File: config.mk
export PLATFORM = sky130hd
export DESIGN_NAME = apb_protocol_monitor
export DESIGN_NICKNAME = d
export VERILOG_FILES = /design/src/rtl/apb_protocol_monitor.sv
export SDC_FILE = /design/constraint.sdc
export NUM_CORES = 1
export LEC_CHECK = 0
export CORE_MARGIN = 2
export CORE_UTILIZATION = 48
export CTS_CLUSTER_DIAMETER = 40
export CTS_CLUSTER_SIZE = 25
export DETAILED_ROUTE_END_ITERATION = 7
export PLACE_DENSITY = 0.77
export SLEW_MARGIN = 20
export SYNTH_ARGS = -nofsm -noshare
export SYNTH_HDL_FRONTEND = slang
export SYNTH_SLANG_ARGS = --single-unit
File: constraint.sdc
create_clock -name pclk -period 2 [get_ports pclk]
set_input_delay 0.4 -clock pclk [delete_from_list [all_inputs] [get_ports pclk]]
set_output_delay 0.4 -clock pclk [all_outputs]
set_load 0.01 [all_outputs]
File: src/rtl/apb_protocol_monitor.sv
// Passive APB protocol monitor: follows IDLE/SETUP/ACCESS on a shared APB
// segment, latches protocol violations as sticky bits, counts completions.
//
// Ports
//   pclk, presetn      clock, async active-low reset
//   psel..pslverr      observed APB bus (never driven)
//   err_clr            clears err_sticky and last_err_addr
//   cnt_clr            clears wr_cnt, rd_cnt, slverr_cnt
//   err_mask           per-bit interrupt enable for err_sticky
//   err_sticky         [0]MULTI_SEL [1]SETUP_SKIP [2]ENABLE_LATE [3]UNSTABLE
//                      [4]TIMEOUT [5]ABORT [6]PENABLE_STUCK
//   err_pulse          one-cycle pulse on any new detection
//   irq                registered |(err_sticky & err_mask)
//   last_err_addr      address associated with the latest detection
//   wr_cnt/rd_cnt      completed writes/reads (saturating)
//   slverr_cnt         completions with pslverr (saturating)
//   mon_state          00 IDLE, 01 SETUP, 10 ACCESS
module apb_protocol_monitor #(
   parameter int ADDR_W  = 32,
   parameter int DATA_W  = 32,
   parameter int NUM_SLV = 4,
   parameter int TIMEOUT = 16,
   parameter int CNT_W   = 16
) (
   input  logic              pclk,
   input  logic              presetn,
   input  logic [NUM_SLV-1:0] psel,
   input  logic              penable,
   input  logic              pwrite,
   input  logic [ADDR_W-1:0] paddr,
   input  logic [DATA_W-1:0] pwdata,
   input  logic              pready,
   input  logic              pslverr,
   input  logic              err_clr,
   input  logic              cnt_clr,
   input  logic [6:0]        err_mask,
   output logic [6:0]        err_sticky,
   output logic              err_pulse,
   output logic              irq,
   output logic [ADDR_W-1:0] last_err_addr,
   output logic [CNT_W-1:0]  wr_cnt,
   output logic [CNT_W-1:0]  rd_cnt,
   output logic [CNT_W-1:0]  slverr_cnt,
   output logic [1:0]        mon_state
);

   typedef enum logic [1:0] {
      S_IDLE   = 2'b00,
      S_SETUP  = 2'b01,
      S_ACCESS = 2'b10
   } state_t;

   localparam int WAIT_W =
      (TIMEOUT > 0) ? $clog2(TIMEOUT + 1) : 1;
   localparam logic [WAIT_W-1:0] TO_V = WAIT_W'(TIMEOUT);
   localparam bit TO_EN = (TIMEOUT > 0);
   localparam logic [CNT_W-1:0] CNT_MAX = '1;

   localparam int E_MULTI = 0;
   localparam int E_SKIP  = 1;
   localparam int E_LATE  = 2;
   localparam int E_UNST  = 3;
   localparam int E_TOUT  = 4;
   localparam int E_ABORT = 5;
   localparam int E_STUCK = 6;

   state_t              state_q;
   state_t              state_d;

   logic [NUM_SLV-1:0]  cap_sel_q;
   logic [ADDR_W-1:0]   cap_addr_q;
   logic                cap_write_q;
   logic [DATA_W-1:0]   cap_wdata_q;

   logic                done_q;
   logic                unst_q;
   logic                unst_d;
   logic [WAIT_W-1:0]   wait_q;
   logic [WAIT_W-1:0]   wait_d;

   logic                sel_any;
   logic                multi_sel;
   logic                mismatch;
   logic                capture;
   logic                complete;
   logic [6:0]          det;
   logic [ADDR_W-1:0]   err_addr;

   assign sel_any   = |psel;
   // Clearing the lowest set bit leaves something only if >1 bit was set.
   assign multi_sel = |(psel & (psel - 1'b1));

   assign mismatch = (psel != cap_sel_q)
                   || (paddr != cap_addr_q)
                   || (pwrite != cap_write_q)
                   || (cap_write_q && (pwdata != cap_wdata_q));

   // In IDLE nothing has been captured yet, so report the live address.
   assign err_addr = (state_q == S_IDLE) ? paddr : cap_addr_q;

   assign mon_state = state_q;

   always_ff @(posedge pclk or negedge presetn) begin
      if (!presetn) begin
         state_q <= S_IDLE;
         wait_q  <= '0;
         unst_q  <= 1'b0;
         done_q  <= 1'b0;
      end else begin
         state_q <= state_d;
         wait_q  <= wait_d;
         unst_q  <= unst_d;
         done_q  <= complete;
      end
   end

   always_comb begin
      state_d  = state_q;
      wait_d   = wait_q;
      unst_d   = unst_q;
      capture  = 1'b0;
      complete = 1'b0;
      det      = '0;

      det[E_MULTI] = multi_sel;

      unique case (state_q)
         S_IDLE: begin
            if (penable) begin
               if (done_q) begin
                  det[E_STUCK] = 1'b1;
               end else begin
                  det[E_SKIP] = 1'b1;
               end
            end else if (sel_any) begin
               state_d = S_SETUP;
               capture = 1'b1;
               unst_d  = 1'b0;
            end
         end

         S_SETUP: begin
            if (mismatch && !unst_q) begin
               det[E_UNST] = 1'b1;
               unst_d      = 1'b1;
            end
            if (!penable) begin
               det[E_LATE] = 1'b1;
               if (sel_any) begin
                  capture = 1'b1;
               end else begin
                  state_d = S_IDLE;
               end
            end else if (pready) begin
               complete = 1'b1;
               state_d  = S_IDLE;
            end else begin
               state_d = S_ACCESS;
               wait_d  = WAIT_W'(1);
               if (TO_EN && (TO_V == WAIT_W'(1))) begin
                  det[E_TOUT] = 1'b1;
               end
            end
         end

         S_ACCESS: begin
            if (mismatch && !unst_q) begin
               det[E_UNST] = 1'b1;
               unst_d      = 1'b1;
            end
            if (!penable || !sel_any) begin
               det[E_ABORT] = 1'b1;
               state_d      = S_IDLE;
            end else if (pready) begin
               complete = 1'b1;
               state_d  = S_IDLE;
            end else if (TO_EN && (wait_q != TO_V)) begin
               // Counter parks at the limit, so the flag fires once.
               wait_d = wait_q + 1'b1;
               if (wait_d == TO_V) begin
                  det[E_TOUT] = 1'b1;
               end
            end
         end

         default: begin
            state_d = S_IDLE;
         end
      endcase
   end

   always_ff @(posedge pclk or negedge presetn) begin
      if (!presetn) begin
         cap_sel_q   <= '0;
         cap_addr_q  <= '0;
         cap_write_q <= 1'b0;
         cap_wdata_q <= '0;
      end else if (capture) begin
         cap_sel_q   <= psel;
         cap_addr_q  <= paddr;
         cap_write_q <= pwrite;
         if (pwrite) begin
            cap_wdata_q <= pwdata;
         end
      end
   end

   always_ff @(posedge pclk or negedge presetn) begin
      if (!presetn) begin
         err_sticky    <= '0;
         err_pulse     <= 1'b0;
         irq           <= 1'b0;
         last_err_addr <= '0;
      end else begin
         // A detection coinciding with err_clr survives the clear.
         err_sticky <= err_clr ? det : (err_sticky | det);
         err_pulse  <= |det;
         irq        <= |(err_sticky & err_mask);
         if (|det) begin
            last_err_addr <= err_addr;
         end else if (err_clr) begin
            last_err_addr <= '0;
         end
      end
   end

   always_ff @(posedge pclk or negedge presetn) begin
      if (!presetn) begin
         wr_cnt     <= '0;
         rd_cnt     <= '0;
         slverr_cnt <= '0;
      end else if (cnt_clr) begin
         wr_cnt     <= '0;
         rd_cnt     <= '0;
         slverr_cnt <= '0;
      end else if (complete) begin
         if (pwrite && (wr_cnt != CNT_MAX)) begin
            wr_cnt <= wr_cnt + 1'b1;
         end
         if (!pwrite && (rd_cnt != CNT_MAX)) begin
            rd_cnt <= rd_cnt + 1'b1;
         end
         if (pslverr && (slverr_cnt != CNT_MAX)) begin
            slverr_cnt <= slverr_cnt + 1'b1;
         end
      end
   end

endmodule

==> summary.txt <==
Logic synthesis
  • Cell taking the most area after synthesis: dfrtp_1
  • Most frequent cell after synthesis: dfrtp_1
  • Synth cell types: 56
  • Top post-synthesis cells by count: dfrtp_1, xnor2_1, xor2_1
  • Synth warn: 0
  • Cells after Synth: 922
  • Top cell type's share of synthesized area: 0.4387
  • Syn_nets: 1014
  • Synth Cell Area: 9527 µm²
  • Register area share after synthesis: 0.4387
  • Fraction of registers with async set/reset: 1.000
  • Synth area leaders: dfrtp_1, mux2_2, xnor2_1, xor2_1, mux2i_1
  • Synth Area per Inst: 10.33 µm²
  • Number of synthesized flops with an enable pin: 0
  • Main synth FF type: dfrtp_1
  • FF+latch count, synth: 167

Detailed routing
  • Detailed Route WL: 32480 µm
  • Initial DRC count: 943
  • DRC: 0
  • DRT Pass-1 Iters: 7
  • Vias: 9400
  • Vias per inst: 6.192
  • WL/cell: 21.40 µm
  • ANT nets after route: 0

Floorplanning
  • IO Pins: 174
  • CORE AREA: 19460 µm²
  • Die Y: 144.9 µm
  • FP Rows: 51
  • Width of the chip: 144.9 µm
  • Die ar.: 20990 µm²
  • Initial Utilization: 0.4895

Timing
  • Final min period: 2522 ps
  • Setup WS post-layout: -521.8 ps
  • Worst rel slew slack: 0.5106
  • Period utilization: 1.261
  • Final hold vios: 0
  • Final setup fails: 90
  • F_max: 396.5 MHz
  • Worst slew pin tran: 732.0 ps
  • RSZ-0062 raised after global routing: true
  • Clock skew: 15.33 ps
  • Slew Limit Fails: 0

Place
  • Detail Placement HPWL: 18790 µm
  • GPL Wtd Cong: 0.8524
  • Area after DPL: 12790 µm²
  • Number of port buffers: 173

Clock network
  • CTS Buffer Depth: 2
  • TritonCTS clock tree: built
  • Cts bufs inserted: 17
  • Clk slew on worst S/H paths: 70 ps
  • Worst skew pair latency: 440 ps
  • Cell at the root of the clock tree: clkbuf_16
  • H-tree depth: 4
  • Sinks on Clock Net: 167

Layout
  • # diodes: 0
  • Post-layout net count: 1332
  • Synth-to-Final Area Change: 55.16%
  • Share of layout cells above drive strength 1: 0.3168
  • Fillers: 1191
  • Design area: 14780 µm²

Global route
  • Initial antenna violation count: 2
  • Global-route wire length before repair: 45350 µm
  • Largest net degree at the start of global routing: 51
  • Grt ovf: 0
  • Vias in the first global route: 8693
  • GR Util All Layers: 0.2749

Critical path
  • Critical Path Most Common Cell: nor4_1
  • Startpoint types: primary input
  • CP Cell Sequence: clkdlybuf4s50_1 > xor2_1 > nor4_1 > nand4_1 > buf_4 > or3_4 > buf_12 > nor4_1 > a311oi_1
  • Slowest cell delay on critical path: 500 ps
  • Slowest-stage cell, CP: clkdlybuf4s50_1
  • CP Buf/Inv Count: 3
  • Crit. End Element: register
  • Largest fanout on the critical path: 9
  • Worst EP required: 2300 ps
  • Cell family with most CP delay: simple AND/OR/NAND/NOR gates
  • CP arrival: 2820 ps
  • WS Path Type: primary input to register

Run status
  • Failing checks: setup timing
  • Outcome: finished, violations left

Power and ir drop
  • Worst vdd ir: 684.7 µV
  • Pwr Density: 1170 nW/µm²
  • Leak: 6.038 nW
  • Tot Pwr: 17.30 mW

Flow run
  • Max Cap Viol: 0

Hold path
  • Hold Crit Class: primary input to async pin
[stage by stage]
step                  util  worst slack, ps  cells  TNS, ps  hold slack (ps)
global route        0.7595           -614.5   1518   -24440            445.4
detailed placement  0.6573           -912.1   1444   -89960            334.0
global placement    0.6573           -887.5   1444   -89320            338.6
floorplan                -           -82.40    922    -2172            104.4
CTS                 0.7164           -257.4   1494    -8648            427.6
finish              0.7595           -521.8   1518   -18070            430.7
[registers in the layout, summed over array words and instances (netlist names)]
register and cells:
wait_q 5, err_sticky 7, wr_cnt 16, unst_q 1, last_err_addr 32, cap_wdata_q 32
done_q 1, irq 1, err_pulse 1, cap_write_q 1, rd_cnt 16, cap_sel_q 4
slverr_cnt 16, cap_addr_q 32, mon_state 2
[area by class of cell]
cell class,instances,area (µm²),share of cell area
Timing Repair Buffer,370,3759,0.2543
Multi-Input combinational cell,660,5849,0.3957
Clock buffer,17,425.4,0.02878
Tap cell,265,331.6,0.02243
Inverter,24,90.09,0.006094
Sequential cell,167,4179,0.2827
Clock inverter,15,147.6,0.009988
[worst paths after layout]
check                                from                end  slack (ps)  depth (start not counted)
worst min register to register     done_q      err_sticky[1]         450                          1
max in group asynchronous         presetn     cap_addr_q[14]         970                          3
worst max register to register  wait_q[0]  last_err_addr[13]        -510                          9
worst max-delay path            paddr[22]  last_err_addr[21]        -520                          9
worst min-delay path              presetn     cap_wdata_q[5]         430                          2
min in group pclk               paddr[21]     cap_addr_q[21]         440                          3
[worst register-to-register path, cell delays in order (launching register included)]
cell and delay [ps]:
dfrtp_1 420, ha_2 210, xor2_1 180, nand3_1 140, a2111o_1 540, nand3_4 180
buf_12 160, buf_12 130, nor4_4 50, a311oi_1 380
[where the power goes]
part / total (mW) / internal, mW / switching [mW]
registers: 5.44 / 4.55 / 0.886
clock network: 3.29 / 1.67 / 1.62
logic: 8.58 / 4.56 / 4.01
[placed cells by master, fill, tap and decap left out, types with 21 or more instances in the layout]
cell and instances:
buf_12 21, a311oi_1 31, xor2_1 52, mux2i_1 34, nor2b_1 33, o21ai_0 37
nand2_1 24, clkdlybuf4s50_1 162, buf_4 143, nor2_1 50, nor4_1 21, mux2_2 39
xnor2_1 49, mux2_4 28, o311ai_1 52, clkbuf_16 26, buf_6 21, inv_1 22
dfrtp_1 167
[cell families after synthesis]
kind of cell	count (synthesis)	share of synthesized area
simple gates	250	0.1407
buf+inv	95	0.04190
xor+xnor	110	0.1011
flops	167	0.4387
mux	105	0.1196
fa+ha+maj	10	0.01287
compound gates	185	0.1451
[timing repair]
item	4_1_cts	5_1_grt
hold buffers	1	0
gates resized for setup	94	120
setup endpoints to repair	133	112
cloned	4	12
setup buffers	15	15
pin swaps	27	53
hold endpoints to repair	33	0
[layer usage]
layer / up-vias / track usage / part of all wire
li1: 4090 / - / -
met1: 4620 / 0.3475 / 0.38
met2: 552 / 0.4650 / 0.49
met3: 136 / 0.06219 / 0.085
met4: 2 / 0.09555 / 0.043
met5: - / 0 / 0.00040
Power figures use the tool's default switching activity.
